File: src/rtl/demux4_frame.sv
`default_nettype none
// ============================================================================
//  Module      : demux4_frame
//  Description : Sequenced 1-to-4 demultiplexer. Words arriving on din are
//                steered into lanes a,b,c,d in sel order (0,1,2,3). Each
//                completed 4-word frame is presented on registered outputs
//                with a frame_valid / frame_ack handshake.
//
//  Ports
//    clk          in   1      rising-edge clock
//    reset        in   1      asynchronous, active-high reset
//    in_valid     in   1      din carries a word this cycle
//    din          in   WIDTH  input word, steered to the lane given by sel
//    sync         in   1      frame-start marker, forces the word/pointer to lane a
//    frame_ack    in   1      consumer accepts the presented frame
//    sel          out  2      lane pointer for the next accepted word
//    a,b,c,d      out  WIDTH  last completed frame, lanes 0..3
//    frame_valid  out  1      a..d hold an unacknowledged frame
//    overrun      out  1      sticky: a completed frame was dropped
//
//  Revision    : 1.0  initial release
// ============================================================================
module demux4_frame #(
    parameter int WIDTH = 1
) (
    input  logic             clk,
    input  logic             reset,
    input  logic             in_valid,
    input  logic [WIDTH-1:0] din,
    input  logic             sync,
    input  logic             frame_ack,
    output logic [1:0]       sel,
    output logic [WIDTH-1:0] a,
    output logic [WIDTH-1:0] b,
    output logic [WIDTH-1:0] c,
    output logic [WIDTH-1:0] d,
    output logic             frame_valid,
    output logic             overrun
);

    localparam logic [1:0] C_LANE_A = 2'd0;
    localparam logic [1:0] C_LANE_B = 2'd1;
    localparam logic [1:0] C_LANE_C = 2'd2;
    localparam logic [1:0] C_LANE_D = 2'd3;

    logic [1:0]       r_sel;
    logic [WIDTH-1:0] r_sh0;
    logic [WIDTH-1:0] r_sh1;
    logic [WIDTH-1:0] r_sh2;
    logic [WIDTH-1:0] r_a;
    logic [WIDTH-1:0] r_b;
    logic [WIDTH-1:0] r_c;
    logic [WIDTH-1:0] r_d;
    logic             r_frame_valid;
    logic             r_overrun;

    logic [1:0]       w_lane;
    logic             w_complete;
    logic             w_transfer;

    // sync restarts the frame: the current word (if any) lands in lane a.
    assign w_lane     = sync ? C_LANE_A : r_sel;
    assign w_complete = in_valid && (w_lane == C_LANE_D);
    // A completed frame may replace the presented one only if the slot is
    // free or is being acknowledged on this very edge.
    assign w_transfer = w_complete && (!r_frame_valid || frame_ack);

    always_ff @(posedge clk or posedge reset) begin
        if (reset) begin
            r_sel         <= C_LANE_A;
            r_sh0         <= '0;
            r_sh1         <= '0;
            r_sh2         <= '0;
            r_a           <= '0;
            r_b           <= '0;
            r_c           <= '0;
            r_d           <= '0;
            r_frame_valid <= 1'b0;
            r_overrun     <= 1'b0;
        end else begin
            // Lane pointer and shadow capture
            if (in_valid) begin
                case (w_lane)
                    C_LANE_A: r_sh0 <= din;
                    C_LANE_B: r_sh1 <= din;
                    C_LANE_C: r_sh2 <= din;
                    default:  ;
                endcase
                // Lane d wraps the 2-bit pointer back to a naturally.
                r_sel <= w_lane + 2'd1;
            end else if (sync) begin
                // Abandon the partial frame; shadow contents are simply
                // overwritten by the next frame.
                r_sel <= C_LANE_A;
            end

            // Frame presentation and handshake
            if (w_transfer) begin
                r_a           <= r_sh0;
                r_b           <= r_sh1;
                r_c           <= r_sh2;
                r_d           <= din;
                r_frame_valid <= 1'b1;
            end else if (w_complete) begin
                r_overrun     <= 1'b1;
            end else if (frame_ack) begin
                r_frame_valid <= 1'b0;
            end
        end
    end

    assign sel         = r_sel;
    assign a           = r_a;
    assign b           = r_b;
    assign c           = r_c;
    assign d           = r_d;
    assign frame_valid = r_frame_valid;
    assign overrun     = r_overrun;

endmodule
`default_nettype wire

File: config.mk
export PLATFORM = sky130hd
export DESIGN_NAME = demux4_frame
export DESIGN_NICKNAME = d
export VERILOG_FILES = /design/src/rtl/demux4_frame.sv
export SDC_FILE = /design/constraint.sdc
export NUM_CORES = 1
export LEC_CHECK = 0
export BUFFER_PORTS_ARGS = -buffer_cell sky130_fd_sc_hd__buf_4
export CORE_MARGIN = 2
export CORE_UTILIZATION = 35
export DETAILED_ROUTE_END_ITERATION = 8
export HOLD_SLACK_MARGIN = 0.02
export PLACE_DENSITY_LB_ADDON = 0.12
export SLEW_MARGIN = 25
export SYNTH_ARGS = -nofsm -noshare
export SYNTH_HDL_FRONTEND = slang
export SYNTH_SLANG_ARGS = --single-unit
File: constraint.sdc
create_clock -name clk -period 2.6 [get_ports clk]
set_clock_uncertainty 0.1 [all_clocks]
set_input_delay 0.26 -clock clk [delete_from_list [all_inputs] [get_ports clk]]
set_output_delay 0.26 -clock clk [all_outputs]
set_load 0.02 [all_outputs]
==> metrics.txt, run 1 <==
status finished, final reports clean; HPWL after detailed placement 658 um; # diodes 0; Final Power 525 uW; routed wire length 829 um; share of post-route cells with drive strength above 1 0.500; Largest register FFs 2; Area growth syn-to-layout 32.2%; Max Cap Viol 0; Initial DRC Count 0; hold endpoint sel[1]$_DFF_PP0_; Max Slew Vio Count 0; root buf cell clkbuf_4; synthesis-stage register bit count 11; Post-Syn Area per Cell 13.9 um^2; dominant cell type by area after synthesis dfrtp_1; Fmax 712 MHz; Power per Cell Area 838 nW/um^2; crit path launch sel[1]$_DFF_PP0_; share of the synthesized area in the top cell type 0.580; ANT nets after route 0; htree depth 1; largest net degree at the start of global routing 12; drt wl/cell 12.4 um; TritonCTS clock tree built; startpoint types register; Distinct cells, synth 14; # IOs 14; DIE WIDTH 40.8 um; synth top area cells dfrtp_1 58%, mux2_2 17%, nand4b_4 5.0%; nets@finish 59; Critical Path Sink Type register; first-pass GRT wire length 1.34 mm; die height 40.8 um; via count 316; Crit Path Category register to register; Setup TNS 0 ns; clock latency on the worst-skew pair 0.26 ns; Slew HR 0.720; hold path depth 2; CTS Sinks 11; Reg-to-Reg Start sel[1]$_DFF_PP0_; Critical Path RT 2.65 ns; GRT Total Usage 0.133; Final Hold Viols 0; Site Rows 13; minimum clock period 1.41 ns; vias per cell 4.72; hold path start sync; Worst Slack Setup Final 1.19 ns; DRC viols 0; Layout Utilization 0.488; CP max stage delay 0.50 ns; die area 1670 um^2; Least-Margin Pin Slew 0.419 ns; Post-Syn Nets 40; RSZ-0062 raised after global routing no; R2R Setup Slk 1.19 ns; Worst Hold Class input pin to register; leakage power 0.000316 uW; fin crit share 0.540; vias in the first global route 304; Seq/Total Area, Yosys 0.580; worst-path maximum fanout 6; routability cong. 0.676; initial core utilization 0.369; CTS Buf Count 3; PortBufs 13; worst reg2reg path depth 3; Post-Synthesis Cell Area 474 um^2; maximum resistive drop on vdd 293 uV; Overflow after GRT 0; Min Hold Slack 0.0708 ns; Mapped Cells 34; Worst EP arrival 1.46 ns; R2R Path End b$_DFFE_PP0P_; initial antenna violation count 0; setup violators final 0; CTS Buffer Depth 2; CP Cell Sequence nand4b_4 -> nor2b_4 -> mux2_2; CP max-delay cell dfrtp_1; core area 1280 um^2; clock slew at reported path FFs 0.07 ns; Syn. warnings 0; postcts setup bufs 0; dpl ws 1.19 ns; drt pass-1 iters 1
-- synth_stat cells, drive strengths merged --
master  number
mux2         7
nor2b        1
inv          1
dfrtp       11
nand4b       1
xnor2        1
nor3         1
nor2         2
xor2         1
o21bai       1
nor3b        1
nand2        3
o21ai        1
nand2b       2
-- critical path, delay by kind of cell, from the launching register on --
kind / cells / cell delay (ns)
simple gates: 2 / 0.35
mux: 1 / 0.34
flops: 1 / 0.50
-- kinds of logic after synthesis --
kind of cell / after synthesis / share of synthesized area
xor gates and xnor gates: 2 / 0.0369
DFF: 11 / 0.580
buffers and inverters: 1 / 0.00791
muxes: 7 / 0.166
AOI/OAI and AO/OA: 2 / 0.0264
and+or+nand+nor: 11 / 0.182
-- final cells by class --
type / instances / area (um^2)
clock buffer: 4 / 26.3
inverter: 1 / 3.75
tap: 15 / 18.8
multi-input combinational: 22 / 195
timing repair buffer: 14 / 108
sequential: 11 / 275
fill: 112 / 658
-- worst max-delay path by stage --
stage          cells after the start            end  slack [ns]
3_3_place_gp                       3  c$_DFFE_PP0P_        1.23
4_1_cts                            3  b$_DFFE_PP0P_        1.18
6_report                           3  b$_DFFE_PP0P_        1.19
5_1_grt                            3  b$_DFFE_PP0P_        1.12
3_5_place_dp                       3  b$_DFFE_PP0P_        1.19
2_1_floorplan                      3  d$_DFFE_PP0P_        1.16
-- power by group --
part           switching (uW)  total, uW  internal (uW)
Sequential               29.6        248            218
Combinational            77.1        163           85.7
Clock                    55.3        115           59.3
-- cells in the final DEF (no fill, tap or decap) --
master	Yosys	layout
clkbuf_1	0	1
o21ai_0	1	1
nor3_1	1	1
nand4b_4	1	1
dlygate4sd3_1	0	1
xnor2_1	1	1
xor2_1	1	1
nor2b_4	1	1
mux2_2	7	7
inv_1	1	1
nor2_1	2	2
nand2_1	3	3
nand2b_1	2	2
buf_4	0	13
dfrtp_1	11	11
clkbuf_4	0	3
o21bai_1	1	1
nor3b_2	1	1
-- layer usage --
metal,wire length [um],GRT usage
met5,0,0
met4,0,0.125
met3,42,0.0326
met2,414,0.195
met1,371,0.155
-- per-stage QoR --
step                cell area [um^2]  std cells
floorplan                        474         34
global placement                 591         62
detailed placement               591         62
CTS                              627         67
global route                     627         67
finish                           627         67
-- timing repair --
item,in CTS,in global routing
hold buffers,1,0
resized for setup,0,0
setup endpoints to repair,0,0
hold endpoints to repair,11,0
(Power assumes the default switching activity.)
==> run 2: changes to the inputs <==
clock period = 1.2 ns   (was 2.6 ns; I/O delays follow)
==> metrics.txt, run 2 (synthesis gave the netlist of run 1 again) <==
routed wire length 901 um (+8.7%); first-pass GRT wire length 1.43 mm (+6.7%); drt pass-1 iters 2 (+1); RSZ-0062 raised after global routing yes; worst-path maximum fanout 6 (unchanged); Layout Utilization 0.559 (+0.0711); Power per Cell Area 1710 nW/um^2 (+100%); TritonCTS clock tree built; leakage power 0.000371 uW (+17%); initial antenna violation count 0 (unchanged); maximum resistive drop on vdd 969 uV (+230%); clock latency on the worst-skew pair 0.26 ns (about the same); status complete, but fails checks; share of post-route cells with drive strength above 1 0.593 (+0.0932); fin crit share 1.10 (+0.560); GRT Total Usage 0.146 (+0.0130); htree depth 1 (unchanged); Min Hold Slack 0.0544 ns (-0.0164 ns); PortBufs 13 (unchanged); root buf cell clkbuf_4; vias in the first global route 335 (+10%); via count 339 (+7.3%); initial core utilization 0.369 (unchanged); drt wl/cell 12.2 um (-1.6%); DIE WIDTH 40.8 um (unchanged); Max Slew Vio Count 0 (unchanged); most common cell after layout, fill and taps aside buf_4; Initial DRC Count 1 (+1); Crit Path Category register to register; minimum clock period 1.32 ns (-0.0843 ns); ANT nets after route 0 (unchanged); Least-Margin Pin Slew 0.418 ns (-0.000974 ns); startpoint types register; Final Hold Viols 0 (unchanged); CTS Buffer Depth 2 (unchanged); CTS Buf Count 3 (unchanged); HPWL after detailed placement 689 um (+4.6%); Worst EP arrival 1.37 ns (-0.09 ns); Critical Path RT 1.25 ns (-1.40 ns); die area 1670 um^2 (unchanged); vias per cell 4.58 (-2.9%); Area growth syn-to-layout 51.5%; Multi-input gate area 223 um^2 (+14%); Fmax 757 MHz (+6.4%); nets@finish 66 (+12%); Max Cap Viol 0 (unchanged); # IOs 14 (unchanged); core area 1280 um^2 (unchanged); CTS Sinks 11 (unchanged); Slew HR 0.721 (about the same); clock slew at reported path FFs 0.07 ns (about the same); Overflow after GRT 0 (unchanged); die height 40.8 um (unchanged); Worst Hold Class input pin to register; register area 278 um^2 (+0.91%); Critical Path Sink Type register; most frequent cells in the layout 17 x buf_4, 9 x dfrtp_1, 5 x mux2_4; DRC viols 0 (unchanged); Site Rows 13 (unchanged); largest net degree at the start of global routing 12 (unchanged); number of filler cells placed in the layout 116 (+3.6%); # diodes 0 (unchanged); Worst Slack Setup Final -0.121 ns (-1.32 ns); Largest register FFs 2 (unchanged); setup violators final 7 (+7); violated checks negative setup slack; routability cong. 0.631 (-6.6%)
==> run 2: changes by cell type in the layout (fill, tap and decap cells not counted), moves of 2 or more <==
| cell | previous run | this run |
|---|---|---|
| dlygate4sd3_1 | 1 | 4 |
| mux2_2 | 7 | 2 |
| buf_4 | 13 | 17 |
| mux2_4 | 0 | 5 |
| dfrtp_2 | 0 | 2 |
| dfrtp_1 | 11 | 9 |
==> run 2: metrics by stage <==
| stage | setup TNS (ns) | cell area [um^2] | setup slack, ns | total power (uW) | cells |
|---|---|---|---|---|---|
| 6_report | -0.620 | 718 | -0.121 | 1230 | 74 |
| 4_1_cts | -0.580 | 699 | -0.112 | 1200 | 74 |
| 2_1_floorplan | -0.647 | 482 | -0.124 | 748 | 34 |
| 3_5_place_dp | -0.535 | 621 | -0.113 | 930 | 65 |
| 5_1_grt | -1.06 | 718 | -0.177 | 1310 | 74 |
| 3_3_place_gp | -0.370 | 621 | -0.0774 | 915 | 65 |
==> run 2: worst max-delay path, cell delays in order (launching register included) <==
cell and delay [ns]:
dfrtp_2 0.44, nand4b_4 0.13, nor2b_4 0.21, mux2_4 0.32
==> run 2: where the power goes <==
part,internal [uW],switching (uW)
Clock,123,124
Combinational,245,182
Sequential,476,76.2
Total,844,382
==> run 2: path summary, 6_finish.rpt <==
check / cells past startpoint / start / endpoint / slack, ns
max: 3 / sel[1]$_DFF_PP0_ / b$_DFFE_PP0P_ / -0.12
max reg2reg: 3 / sel[1]$_DFF_PP0_ / b$_DFFE_PP0P_ / -0.12
min in group asynchronous: 3 / reset / overrun$_DFFE_PP0P_ / 0.30
max in group asynchronous: 3 / reset / sel[1]$_DFF_PP0_ / 0.39
min: 3 / frame_ack / frame_valid$_DFFE_PP0P_ / 0.05
min reg2reg: 1 / overrun$_DFFE_PP0P_ / overrun$_DFFE_PP0P_ / 0.38
==> run 2: layout make-up <==
type	instances	area share
clock inverter	1	0.00697
tap	15	0.0261
clock buffer	3	0.0314
multi-input combinational	22	0.310
sequential	11	0.387
inverter	1	0.00523
timing repair buffer	21	0.233
==> run 2: what timing repair did <==
item                       4_1_cts  5_1_grt
resized for setup                1        5
pin swaps                        1        2
buffers inserted                 1        0
setup endpoints to repair        8        8
hold buffers                     4        0
hold endpoints to repair        17        0
==> run 2: layer usage <==
layer	track usage	vias to the layer above	share of wire
met2	0.230	9	0.50
li1	-	165	-
met4	0.100	0	0
met5	0	-	0
met1	0.164	165	0.44
met3	0.0489	0	0.061
==> run 3: changes to the inputs <==
CAP_MARGIN = 20   (was default)
RECOVER_POWER = 25   (was default)
==> metrics.txt, run 3 (synthesis gave the netlist of run 1 again) <==
Fmax 757 MHz (unchanged); Min Hold Slack 0.0544 ns (unchanged); first-pass GRT wire length 1.43 mm (unchanged); HPWL after detailed placement 689 um (unchanged); Logic pwr share 0.348 (about the same); die area 1670 um^2 (unchanged); minimum clock period 1.32 ns (unchanged); Slew HR 0.721 (about the same); Overflow after GRT 0 (unchanged); PortBufs 13 (unchanged); Int Pwr 844 uW (about the same); Site Rows 13 (unchanged); placed instance area 621 um^2 (unchanged); post-route design area 718 um^2 (unchanged); die height 40.8 um (unchanged); Reg power frac 0.450 (about the same); via count 339 (unchanged); Least-Margin Pin Slew 0.418 ns (-0.000228 ns); routed wire length 902 um (+0.11%); clock share of power 0.202 (about the same); most frequent cells in the layout 16 x buf_4, 9 x dfrtp_1, 5 x mux2_4; Worst Slack Setup Final -0.121 ns (unchanged); maximum resistive drop on vdd 969 uV (about the same); GRT Total Usage 0.146 (unchanged); Largest register FFs 2 (unchanged); share of post-route cells with drive strength above 1 0.593 (unchanged); Critical Path RT 1.25 ns (about the same); startpoint types register; vias in the first global route 335 (unchanged); CTS Sinks 11 (unchanged); fin crit share 1.10 (unchanged); initial antenna violation count 0 (unchanged); core area 1280 um^2 (unchanged); DRC viols 0 (unchanged); CTS Buffer Depth 2 (unchanged); setup violators final 7 (unchanged); Final Hold Viols 0 (unchanged); Initial DRC Count 1 (unchanged); Area growth syn-to-layout 51.5% (unchanged); most common cell after layout, fill and taps aside buf_4; vias per cell 4.58 (unchanged); met1 usage 0.164 (unchanged); ANT nets after route 0 (unchanged); clock slew at reported path FFs 0.07 ns (about the same); worst-path maximum fanout 6 (unchanged); RSZ-0062 raised after global routing yes; Max Slew Vio Count 0 (unchanged); largest net degree at the start of global routing 12 (unchanged); GR Util met3 0.0489 (unchanged); DIE WIDTH 40.8 um (unchanged); switching power 382 uW (about the same); leakage power 0.000370 uW (about the same); drt pass-1 iters 2 (unchanged); root buf cell clkbuf_4; routability cong. 0.631 (unchanged); violated checks negative setup slack; clock latency on the worst-skew pair 0.26 ns (about the same); M2 GR Usage 0.230 (unchanged); drt wl/cell 12.2 um (+0.11%); status complete, but fails checks; Sw Ratio 0.311 (about the same); TritonCTS clock tree built; # diodes 0 (unchanged); Max Cap Viol 0 (unchanged); GRT busiest layer met2; initial core utilization 0.369 (unchanged); nets@finish 66 (unchanged); Critical Path Sink Type register; Power per Cell Area 1710 nW/um^2 (about the same); # IOs 14 (unchanged); Crit Path Category register to register; Worst Hold Class input pin to register; Worst EP arrival 1.37 ns (about the same); CTS Buf Count 3 (unchanged); htree depth 1 (unchanged)
-- run 3: final timing paths --
kind | from | end | slack [ns] | cells past startpoint
worst max-delay path | sel[1]$_DFF_PP0_ | b$_DFFE_PP0P_ | -0.12 | 3
worst min-delay path | frame_ack | frame_valid$_DFFE_PP0P_ | 0.05 | 3
worst max register to register | sel[1]$_DFF_PP0_ | b$_DFFE_PP0P_ | -0.12 | 3
worst min register to register | overrun$_DFFE_PP0P_ | overrun$_DFFE_PP0P_ | 0.38 | 1
max in group asynchronous | reset | sel[1]$_DFF_PP0_ | 0.39 | 3
min in group asynchronous | reset | overrun$_DFFE_PP0P_ | 0.30 | 3
-- run 3: critical path, cell delays in order, from the launching register on --
cell	delay, ns
dfrtp_2	0.44
nand4b_4	0.13
nor2b_4	0.21
mux2_4	0.32
-- run 3: per-layer routing --
layer / vias up / part of all wire
li1: 165 / -
met1: 165 / 0.43
met2: 9 / 0.50
met3: 0 / 0.061
met4: 0 / 0
met5: - / 0
-- run 3: cell type report --
type                       count  area [um^2]
fill                         116          567
sequential                    11          278
multi-input combinational     22          223
timing repair buffer          21          168
clock buffer                   3         22.5
tap                           15         18.8
clock inverter                 1         5.00
inverter                       1         3.75
-- run 3: repair_timing --
item | 4_1_cts | 5_1_grt
pin swaps | 1 | 2
gates resized for setup | 1 | 5
hold buffers | 4 | 0
buffers inserted | 1 | 0
setup endpoints to repair | 8 | 8
hold endpoints to repair | 17 | 0
-- run 3: power by group through the flow --
stage / clock network [uW] / registers (uW) / logic, uW
after detailed placement: 0 / 556 / 374
final: 247 / 552 / 427
after global placement: 0 / 547 / 368
after floorplan: 0 / 628 / 121
after global routing: 281 / 568 / 456
after CTS: 256 / 548 / 396
-- run 3: metrics by stage --
stage                     std cells  setup WS, ns  utilization  power (uW)  TNS (ns)
after floorplan                  34        -0.124            -         748    -0.647
after global placement           65       -0.0774        0.483         915    -0.370
after detailed placement         65        -0.113        0.483         930    -0.535
after CTS                        74        -0.112        0.544        1200    -0.580
after global routing             74        -0.177        0.559        1310     -1.06
final                            74        -0.121        0.559        1230    -0.620
